### src/rtl/crc10_frame_check.sv
// Purpose : receive-side CRC-10 frame checker; strips the CRC word, forwards data, reports a per-frame verdict.
// Latency : data word k leaves 1 cycle after the next accepted frame word; verdict 1 cycle after the terminating word.
// Backpr.  : none; one word accepted every cycle, in_valid gaps simply stall the pipeline.
//
// Ports:
//   clk, rst                      clock, asynchronous active-high reset
//   in_valid/in_sof/in_eof/in_data input words; the eof word carries the expected CRC in [9:0]
//   out_valid/out_data/out_sof/out_eof forwarded data words (CRC word removed)
//   frame_done/frame_ok/err_crc/err_len/err_proto per-frame verdict pulse and cause
//   err_cnt                       saturating count of failed frames

// One 15-bit step of CRC-10 (x^10+x^9+x^5+x^4+x+1), data taken MSB first.
module crc10_15bit (
    input  logic [14:0] data_in,
    input  logic [9:0]  lfsr_q,
    output logic [9:0]  lfsr_c
);
    localparam logic [9:0] POLY = 10'h233;

    logic [9:0] acc;
    logic       fb;

    always_comb begin
        acc = lfsr_q;
        fb  = 1'b0;
        for (int i = 14; i >= 0; i--) begin
            fb  = acc[9] ^ data_in[i];
            acc = {acc[8:0], 1'b0} ^ (POLY & {10{fb}});
        end
        lfsr_c = acc;
    end
endmodule

module crc10_frame_check #(
    parameter int         MAX_WORDS = 64,
    parameter logic [9:0] CRC_INIT  = 10'h000
) (
    input  logic        clk,
    input  logic        rst,
    input  logic        in_valid,
    input  logic        in_sof,
    input  logic        in_eof,
    input  logic [14:0] in_data,
    output logic        out_valid,
    output logic [14:0] out_data,
    output logic        out_sof,
    output logic        out_eof,
    output logic        frame_done,
    output logic        frame_ok,
    output logic        err_crc,
    output logic        err_len,
    output logic        err_proto,
    output logic [15:0] err_cnt
);
    localparam int            CW      = $clog2(MAX_WORDS + 1);
    localparam logic [CW-1:0] MAX_CNT = CW'(MAX_WORDS);

    typedef enum logic [1:0] {S_IDLE, S_BODY, S_DISCARD} state_t;

    state_t        state_q, state_d;
    logic [9:0]    crc_q;
    logic [9:0]    crc_next;
    logic [9:0]    crc_seed;
    logic [14:0]   hold_dat;
    logic          hold_first;
    logic [CW-1:0] word_cnt;
    logic          cnt_at_max;

    // Decoded per-cycle actions
    logic emit_d, emit_sof_d, emit_eof_d;
    logic done_d, ok_d, ecrc_d, elen_d, eproto_d;
    logic hold_ld, hold_first_d;
    logic crc_ld, crc_rst;
    logic cnt_first, cnt_inc;

    // Outside BODY the register already sits at CRC_INIT; the explicit seed
    // keeps a new frame independent of that invariant.
    assign crc_seed   = (state_q == S_BODY) ? crc_q : CRC_INIT;
    assign cnt_at_max = (word_cnt == MAX_CNT);

    crc10_15bit u_step (
        .data_in (in_data),
        .lfsr_q  (crc_seed),
        .lfsr_c  (crc_next)
    );

    // State register
    always_ff @(posedge clk or posedge rst) begin
        if (rst) state_q <= S_IDLE;
        else     state_q <= state_d;
    end

    // Next-state logic
    always_comb begin
        state_d = state_q;
        if (in_valid) begin
            case (state_q)
                S_IDLE, S_DISCARD: begin
                    if (in_sof)
                        state_d = in_eof ? S_IDLE : S_BODY;
                    else if (in_eof && state_q == S_DISCARD)
                        state_d = S_IDLE;
                end
                S_BODY: begin
                    if (in_sof || in_eof) state_d = S_IDLE;
                    else if (cnt_at_max)  state_d = S_DISCARD;
                end
                default: state_d = S_IDLE;
            endcase
        end
    end

    // Action decode
    always_comb begin
        emit_d       = 1'b0;
        emit_sof_d   = 1'b0;
        emit_eof_d   = 1'b0;
        done_d       = 1'b0;
        ok_d         = 1'b0;
        ecrc_d       = 1'b0;
        elen_d       = 1'b0;
        eproto_d     = 1'b0;
        hold_ld      = 1'b0;
        hold_first_d = 1'b0;
        crc_ld       = 1'b0;
        crc_rst      = 1'b0;
        cnt_first    = 1'b0;
        cnt_inc      = 1'b0;
        if (in_valid) begin
            case (state_q)
                S_IDLE, S_DISCARD: begin
                    if (in_sof && in_eof) begin
                        // Zero-data frame: the CRC of nothing is the seed.
                        done_d = 1'b1;
                        ok_d   = (CRC_INIT == in_data[9:0]);
                        ecrc_d = ~ok_d;
                    end else if (in_sof) begin
                        hold_ld      = 1'b1;
                        hold_first_d = 1'b1;
                        crc_ld       = 1'b1;
                        cnt_first    = 1'b1;
                    end
                end
                S_BODY: begin
                    // Every accepted word in BODY releases the held word.
                    emit_d     = 1'b1;
                    emit_sof_d = hold_first;
                    if (in_sof) begin
                        emit_eof_d = 1'b1;
                        done_d     = 1'b1;
                        eproto_d   = 1'b1;
                        crc_rst    = 1'b1;
                    end else if (in_eof) begin
                        emit_eof_d = 1'b1;
                        done_d     = 1'b1;
                        ok_d       = (crc_q == in_data[9:0]);
                        ecrc_d     = ~ok_d;
                        crc_rst    = 1'b1;
                    end else if (cnt_at_max) begin
                        emit_eof_d = 1'b1;
                        done_d     = 1'b1;
                        elen_d     = 1'b1;
                        crc_rst    = 1'b1;
                    end else begin
                        hold_ld = 1'b1;
                        crc_ld  = 1'b1;
                        cnt_inc = 1'b1;
                    end
                end
                default: ;
            endcase
        end
    end

    // Datapath: CRC register, one-word buffer, word counter
    always_ff @(posedge clk or posedge rst) begin
        if (rst) begin
            crc_q      <= CRC_INIT;
            hold_dat   <= '0;
            hold_first <= 1'b0;
            word_cnt   <= '0;
        end else begin
            if (crc_rst)     crc_q <= CRC_INIT;
            else if (crc_ld) crc_q <= crc_next;
            if (hold_ld) begin
                hold_dat   <= in_data;
                hold_first <= hold_first_d;
            end
            if (cnt_first)    word_cnt <= CW'(1);
            else if (cnt_inc) word_cnt <= word_cnt + CW'(1);
        end
    end

    // Registered outputs; pulses clear every cycle, data fields hold.
    always_ff @(posedge clk or posedge rst) begin
        if (rst) begin
            out_valid  <= 1'b0;
            out_data   <= '0;
            out_sof    <= 1'b0;
            out_eof    <= 1'b0;
            frame_done <= 1'b0;
            frame_ok   <= 1'b0;
            err_crc    <= 1'b0;
            err_len    <= 1'b0;
            err_proto  <= 1'b0;
            err_cnt    <= '0;
        end else begin
            out_valid  <= emit_d;
            frame_done <= done_d;
            frame_ok   <= ok_d;
            err_crc    <= ecrc_d;
            err_len    <= elen_d;
            err_proto  <= eproto_d;
            if (emit_d) begin
                out_data <= hold_dat;
                out_sof  <= emit_sof_d;
                out_eof  <= emit_eof_d;
            end
            if (done_d && !ok_d && err_cnt != 16'hFFFF)
                err_cnt <= err_cnt + 16'd1;
        end
    end
endmodule

### config.mk
export PLATFORM = sky130hd
export DESIGN_NAME = crc10_frame_check
export DESIGN_NICKNAME = d
export VERILOG_FILES = /design/src/rtl/crc10_frame_check.sv
export SDC_FILE = /design/constraint.sdc
export NUM_CORES = 1
export LEC_CHECK = 0
export CORE_MARGIN = 2
export CORE_UTILIZATION = 54
export CTS_BUF_LIST = sky130_fd_sc_hd__clkbuf_8
export DETAILED_ROUTE_END_ITERATION = 8
export HOLD_SLACK_MARGIN = 0.05
export PLACE_DENSITY = 0.87
export SLEW_MARGIN = 40
export SYNTH_ARGS = -nofsm -noshare
export SYNTH_HDL_FRONTEND = slang
export SYNTH_HIERARCHICAL = 1
export SYNTH_SLANG_ARGS = --single-unit
### constraint.sdc
create_clock -name clk -period 4.3 [get_ports clk]
set_input_delay 1.29 -clock clk [delete_from_list [all_inputs] [get_ports clk]]
set_output_delay 1.29 -clock clk [all_outputs]
set_load 0.005 [all_outputs]
==> results.yml, run 1 <==
outcome:
  status: "completed"
timing:
  fin_setup_tns_ns: 0
  drv_slew: 0
  rsz0062_at_grt: "no"
  setup_viol: 0
  holdWs_ns: 0.461
  setup_ws_ns: 0.747
  relSlewSlack_pct: 51.4
  finalCritPeriodShare_pct: 82.6
  hold_violations: 0
  tightest_slew_ns: 0.726
  skew_ns: 0.00824
  period_needed_ns: 3.55
  fmax_ghz: 0.281
cells_and_area:
  fillerInstances: 482
  fin_nets: 448
  n_antenna_cell: 0
  fin_cells: 510
  regArea_um2: 1850
  multi_input_area_um2: 1820
  area_growth_pct: 23.7
  drive_gt1_share_pct: 8.84
  final_util_pct: 68.9
flow_run:
  max_cap_viol_count: 0
clock_tree:
  cts_resized: 0
  cts_buffers: 9
  ctsHoldBuffers: 0
  cts_root_buf: "clkbuf_8"
  h-tree-depth: 3
  clock_latency_ns: 0.35
  path_clk_slew_ns: 0.08
  cts_sinks: 74
  tritoncts: "done"
  cts_buffer_depth: 2
  cts_setup_buffers: 0
detailed_routing:
  drt_first_pass_iters: 4
  viasPerCell: 5.42
  routed_wl_um: 7770
  wl_per_cell_um: 15.2
  drc_errors: 0
  drtIter0Drc: 126
  ant_nets: 0
  routed-via-count: 2764
power:
  p_per_area_nw_per_um2: 504
  leakagePower_uw: 0.00212
  ir_drop_mv: 0.250
global_route:
  antenna_found_initial: 0
  grt_max_degree: 39
  grt_pass1_vias: 2754
  grt_util_all_layers_pct: 21.8
  gr-total-overflow: 0
  grt_pass1_wl_um: 12900
floorplanning:
  start_util_pct: 55.7
  fp.coreArea_um2: 6760
  die_w_um: 87.5
  die_h_um: 87.5
  io_pins: 59
  dieArea_um2: 7650
  rows: 30
synthesis:
  synth_area_um2: 3760
  seq_area_frac_synth_pct: 49.2
  synthArstFlopShare_pct: 100
  yosysWarningCount: 6
  synth_top_cell_by_area: "dfrtp_1"
  synth.top_cell.area_share_pct: 49.2
  synthFlopType: "dfrtp_1"
  ys_seq_elements: 74
  yosysMostFrequentCell: "nand2_1"
  synth-edff-count: 0
  synth.cells.most_frequent: "nand2_1, dfrtp_1, xnor2_1"
  synthCells: 361
  ys_types: 44
  synth_area_leaders: "dfrtp_1, xnor2_1, nand2_1"
  syn-num-nets: 384
  avgSynthCellArea_um2: 10.4
placed_design:
  dp.cells: 494
  place_ws_ns: 0.396
  globalplace.congestion: 0.905
  hpwl_um: 5630
  io_buffers: 58
setup_path:
  rrSetupSlack_ns: 1.54
  criticalPathCategory: "in2reg"
  worstReg2RegStart: "word_cnt[2]"
  ff2ff_path_depth: 6
  cp-end-kind: "flip-flop"
  rr_endpoint: "err_cnt[11]"
  timing.critical_path.from: "in_eof"
  crit_end: "err_cnt[11]"
  start_kind: "primary input"
  timing.critical_path.arrival_ns: 3.79
  required_ns: 4.54
  cp_max_fo: 10
hold_path:
  hold_depth: 2
  hold_class: "reg2reg"
-- worst min path at each step --
stage,to,slack (ns),from
floorplan,hold_dat[0],0.43,hold_dat[0]
global placement,hold_dat[12],0.44,hold_dat[12]
detailed placement,hold_dat[6],0.45,hold_dat[6]
CTS,hold_dat[6],0.47,hold_dat[6]
global route,hold_dat[6],0.49,hold_dat[6]
finish,hold_dat[6],0.46,hold_dat[6]
-- layout by cell type, fill, tap and decap left out, types with 2 or more instances in the layout --
cell,instances
buf_4,7
and2_1,11
nand2_1,82
ha_1,3
inv_1,7
a21oi_1,14
and4_1,4
clkinv_2,3
nand3_1,10
nand4_1,6
dfrtp_1,74
clkdlybuf4s50_1,58
o31ai_1,2
nor2_1,15
nor2b_1,2
nor4_4,3
mux2_1,18
o22ai_1,2
and3_1,7
xnor3_1,2
nor3_1,2
or3_1,2
nor4_1,3
nor4_2,4
xnor2_1,42
clkbuf_8,12
xor2_1,17
-- where the power goes --
| part | switching [uW] | total (uW) | internal [uW] |
|---|---|---|---|
| combinational | 321 | 764 | 443 |
| clock | 250 | 564 | 314 |
| sequential | 139 | 1020 | 881 |
-- state kept, by name (all words and copies together) (netlist names) --
name        cells
crc_q          10
err_cnt        16
err_crc         1
err_len         1
err_proto       1
frame_done      1
frame_ok        1
hold_dat       15
hold_first      1
out_data       15
out_eof         1
out_sof         1
out_valid       1
state_q         2
word_cnt        7
-- critical path: stages --
cell and delay, ns:
clkdlybuf4s50_1 0.66, a311oi_1 0.14, or3_4 0.45, or3_1 0.57
nor4_4 0.34, mux2_1 0.35
-- through the flow --
step	total power [uW]	instance area, um2
floorplan	1480	3760
global placement	1750	4440
detailed placement	1790	4440
CTS	2360	4650
global route	2480	4650
finish	2350	4650
-- kinds of logic (layout without fill, tap and decap cells) --
| kind of cell | Yosys count | in the layout | synth area share [%] |
|---|---|---|---|
| and+or+nand+nor | 159 | 159 | 21.9 |
| DFF | 74 | 74 | 49.2 |
| xor gates and xnor gates | 63 | 63 | 16.2 |
| AOI/OAI and AO/OA | 24 | 24 | 3.89 |
| buffers and inverters | 20 | 89 | 2.33 |
| muxes | 18 | 18 | 5.39 |
| adders and majority gates | 3 | 3 | 0.998 |
-- metal layers --
metal / share of wire, % / global-route usage [%] / vias to the layer above
met1: 44 / 27.8 / 1366
met2: 50 / 36.2 / 60
met3: 3.3 / 3.89 / 13
met4: 1.9 / 10.1 / 0
met5: 0 / 0 / -
li1: - / - / 1325
-- area by class of cell --
type / count / area share [%]
flip-flops and latches: 74 / 39.8
multi-input cells: 267 / 39.2
repair buffers: 65 / 13.6
clock buffers: 12 / 3.55
well taps: 80 / 2.15
clock inverters: 4 / 1.05
inverters: 8 / 0.672
No activity file was read; power rests on OpenSTA's default activity.
==> run 2: changes to the inputs <==
clock period = 3.7 ns   (was 4.3 ns; I/O delays follow)
==> results.yml, run 2 (same netlist as run 1, synthesis figures left out) <==
clock_tree:
  h-tree-depth: 3
  path_clk_slew_ns: 0.07
  cts_root_buf: "clkbuf_8"
  cts_buffer_depth: 2
  tritoncts: "done"
  cts_buffers: 9
  cts_setup_buffers: 0
  ctsHoldBuffers: 0
  clock_latency_ns: 0.34
  cts_resized: 0
  cts_sinks: 74
global_route:
  antenna_found_initial: 0
  gr-total-overflow: 0
  grt_pass1_wl_um: 13200
  grt_pass1_vias: 2828
  grt_max_degree: 52
  grt_util_all_layers_pct: 22.3
floorplanning:
  dieArea_um2: 7650
  start_util_pct: 55.7
  die_h_um: 87.5
  rows: 30
  io_pins: 59
  fp.coreArea_um2: 6760
  die_w_um: 87.5
setup_path:
  rrSetupSlack_ns: 0.67
  crit_slowest_cell: "clkdlybuf4s50_1"
  timing.critical_path.arrival_ns: 3.36
  criticalPathCategory: "in2reg"
  ff2ff_path_depth: 8
  path_depth: 6
  required_ns: 3.92
  cp_num_buf_inv: 1
  cp-end-kind: "flip-flop"
  cp_slowest_stage_delay_ns: 0.60
  critPathTopFamily: "simple AND/OR/NAND/NOR gates"
  start_kind: "primary input"
  path_cells: "clkdlybuf4s50_1, nand2_2, or3_4, or3_1, nor4_4, mux2_1"
  cp_max_fo: 6
timing:
  rsz0062_at_grt: "no"
  relSlewSlack_pct: 48.7
  skew_ns: 0.00710
  finalCritPeriodShare_pct: 84.7
  tightest_slew_ns: 0.767
  drv_slew: 0
  fin_setup_tns_ns: 0
  fmax_ghz: 0.319
  setup_viol: 0
  setup_ws_ns: 0.565
  hold_violations: 0
  holdWs_ns: 0.464
  period_needed_ns: 3.13
power:
  p_sw_uw: 840
  sw_frac_of_total_pct: 30.1
  seq_power_share_pct: 42.4
  power_frac_comb_pct: 32.3
  p_int_uw: 1960
  p_per_area_nw_per_um2: 595
  leakagePower_uw: 0.00214
  ir_drop_mv: 0.330
  p_clk_share_pct: 25.3
hold_path:
  hold_depth: 2
  hold_class: "reg2reg"
cells_and_area:
  layout_commonest_cell: "nand2_1"
  area_growth_pct: 24.9
  n_antenna_cell: 0
  regArea_um2: 1850
  regMostFlops: "err_cnt"
  fillerInstances: 478
  fin_nets: 451
  multi_input_area_um2: 1820
  drive_gt1_share_pct: 9.26
  largest_register_ffs: 16
  final_area_um2: 4700
  reg.largest.list: "err_cnt x16, hold_dat x15, out_data x15"
  final_util_pct: 69.5
  final_cell_mix: "nand2_1, dfrtp_1, clkdlybuf4s50_1"
detailed_routing:
  drc_errors: 0
  wl_per_cell_um: 15.6
  routed-via-count: 2775
  routed_wl_um: 7970
  ant_nets: 0
  viasPerCell: 5.42
  drt_first_pass_iters: 4
  drtIter0Drc: 194
outcome:
  status: "completed"
placed_design:
  io_buffers: 58
  globalplace.congestion: 0.860
  hpwl_um: 5700
  place_ws_ns: 0.210
  placed_cell_area_um2: 4470
flow_run:
  max_cap_viol_count: 0
## run 2: cell count changes in the layout (fill, tap and decap cells not counted), sizes merged
| cell | delta |
|---|---|
| buf | +3 |
| bufinv | +1 |
| clkbuf | -1 |
| clkinv | -3 |
| inv | +2 |
## run 2: worst paths after layout
path,startpoint,endpoint
setup / recovery,in_valid,err_cnt[11]
hold / removal,hold_dat[1],hold_dat[1]
setup reg to reg,state_q[0],crc_q[0]
hold reg to reg,hold_dat[1],hold_dat[1]
max in group asynchronous,rst,err_cnt[8]
min in group asynchronous,rst,out_data[3]
## run 2: tightest hold or removal path, delay by kind of cell (launching register included)
kind	cells	cell delay, ns
flops	1	0.34
simple gates	2	0.10
## run 2: routing by layer
layer  vias up  global-route usage (%)  part of all wire, %
met3        20                    4.08                  3.5
li1       1334                       -                    -
met1      1363                    28.7                   44
met5         -                       0                    0
met4         0                    10.2                  2.4
met2        58                    36.7                   50
## run 2: cell type report
| type | instances | share of cell area, % |
|---|---|---|
| tap | 80 | 2.13 |
| clock buffer | 11 | 3.22 |
| sequential | 74 | 39.4 |
| multi-input combinational | 267 | 38.8 |
| timing repair buffer | 68 | 14.2 |
| clock inverter | 4 | 1.57 |
| inverter | 8 | 0.639 |
## run 2: through the flow
step / power [uW] / std cells
2_1_floorplan: 1720 / 361
3_3_place_gp: 2040 / 497
3_5_place_dp: 2090 / 497
4_1_cts: 2810 / 512
5_1_grt: 2950 / 512
6_report: 2800 / 512
## run 2: power groups by stage
stage / clock network, uW / registers (uW) / logic [uW]
floorplan: 0 / 1170 / 547
global placement: 0 / 1180 / 860
detailed placement: 0 / 1200 / 896
CTS: 717 / 1190 / 907
global route: 753 / 1210 / 987
finish: 708 / 1180 / 903
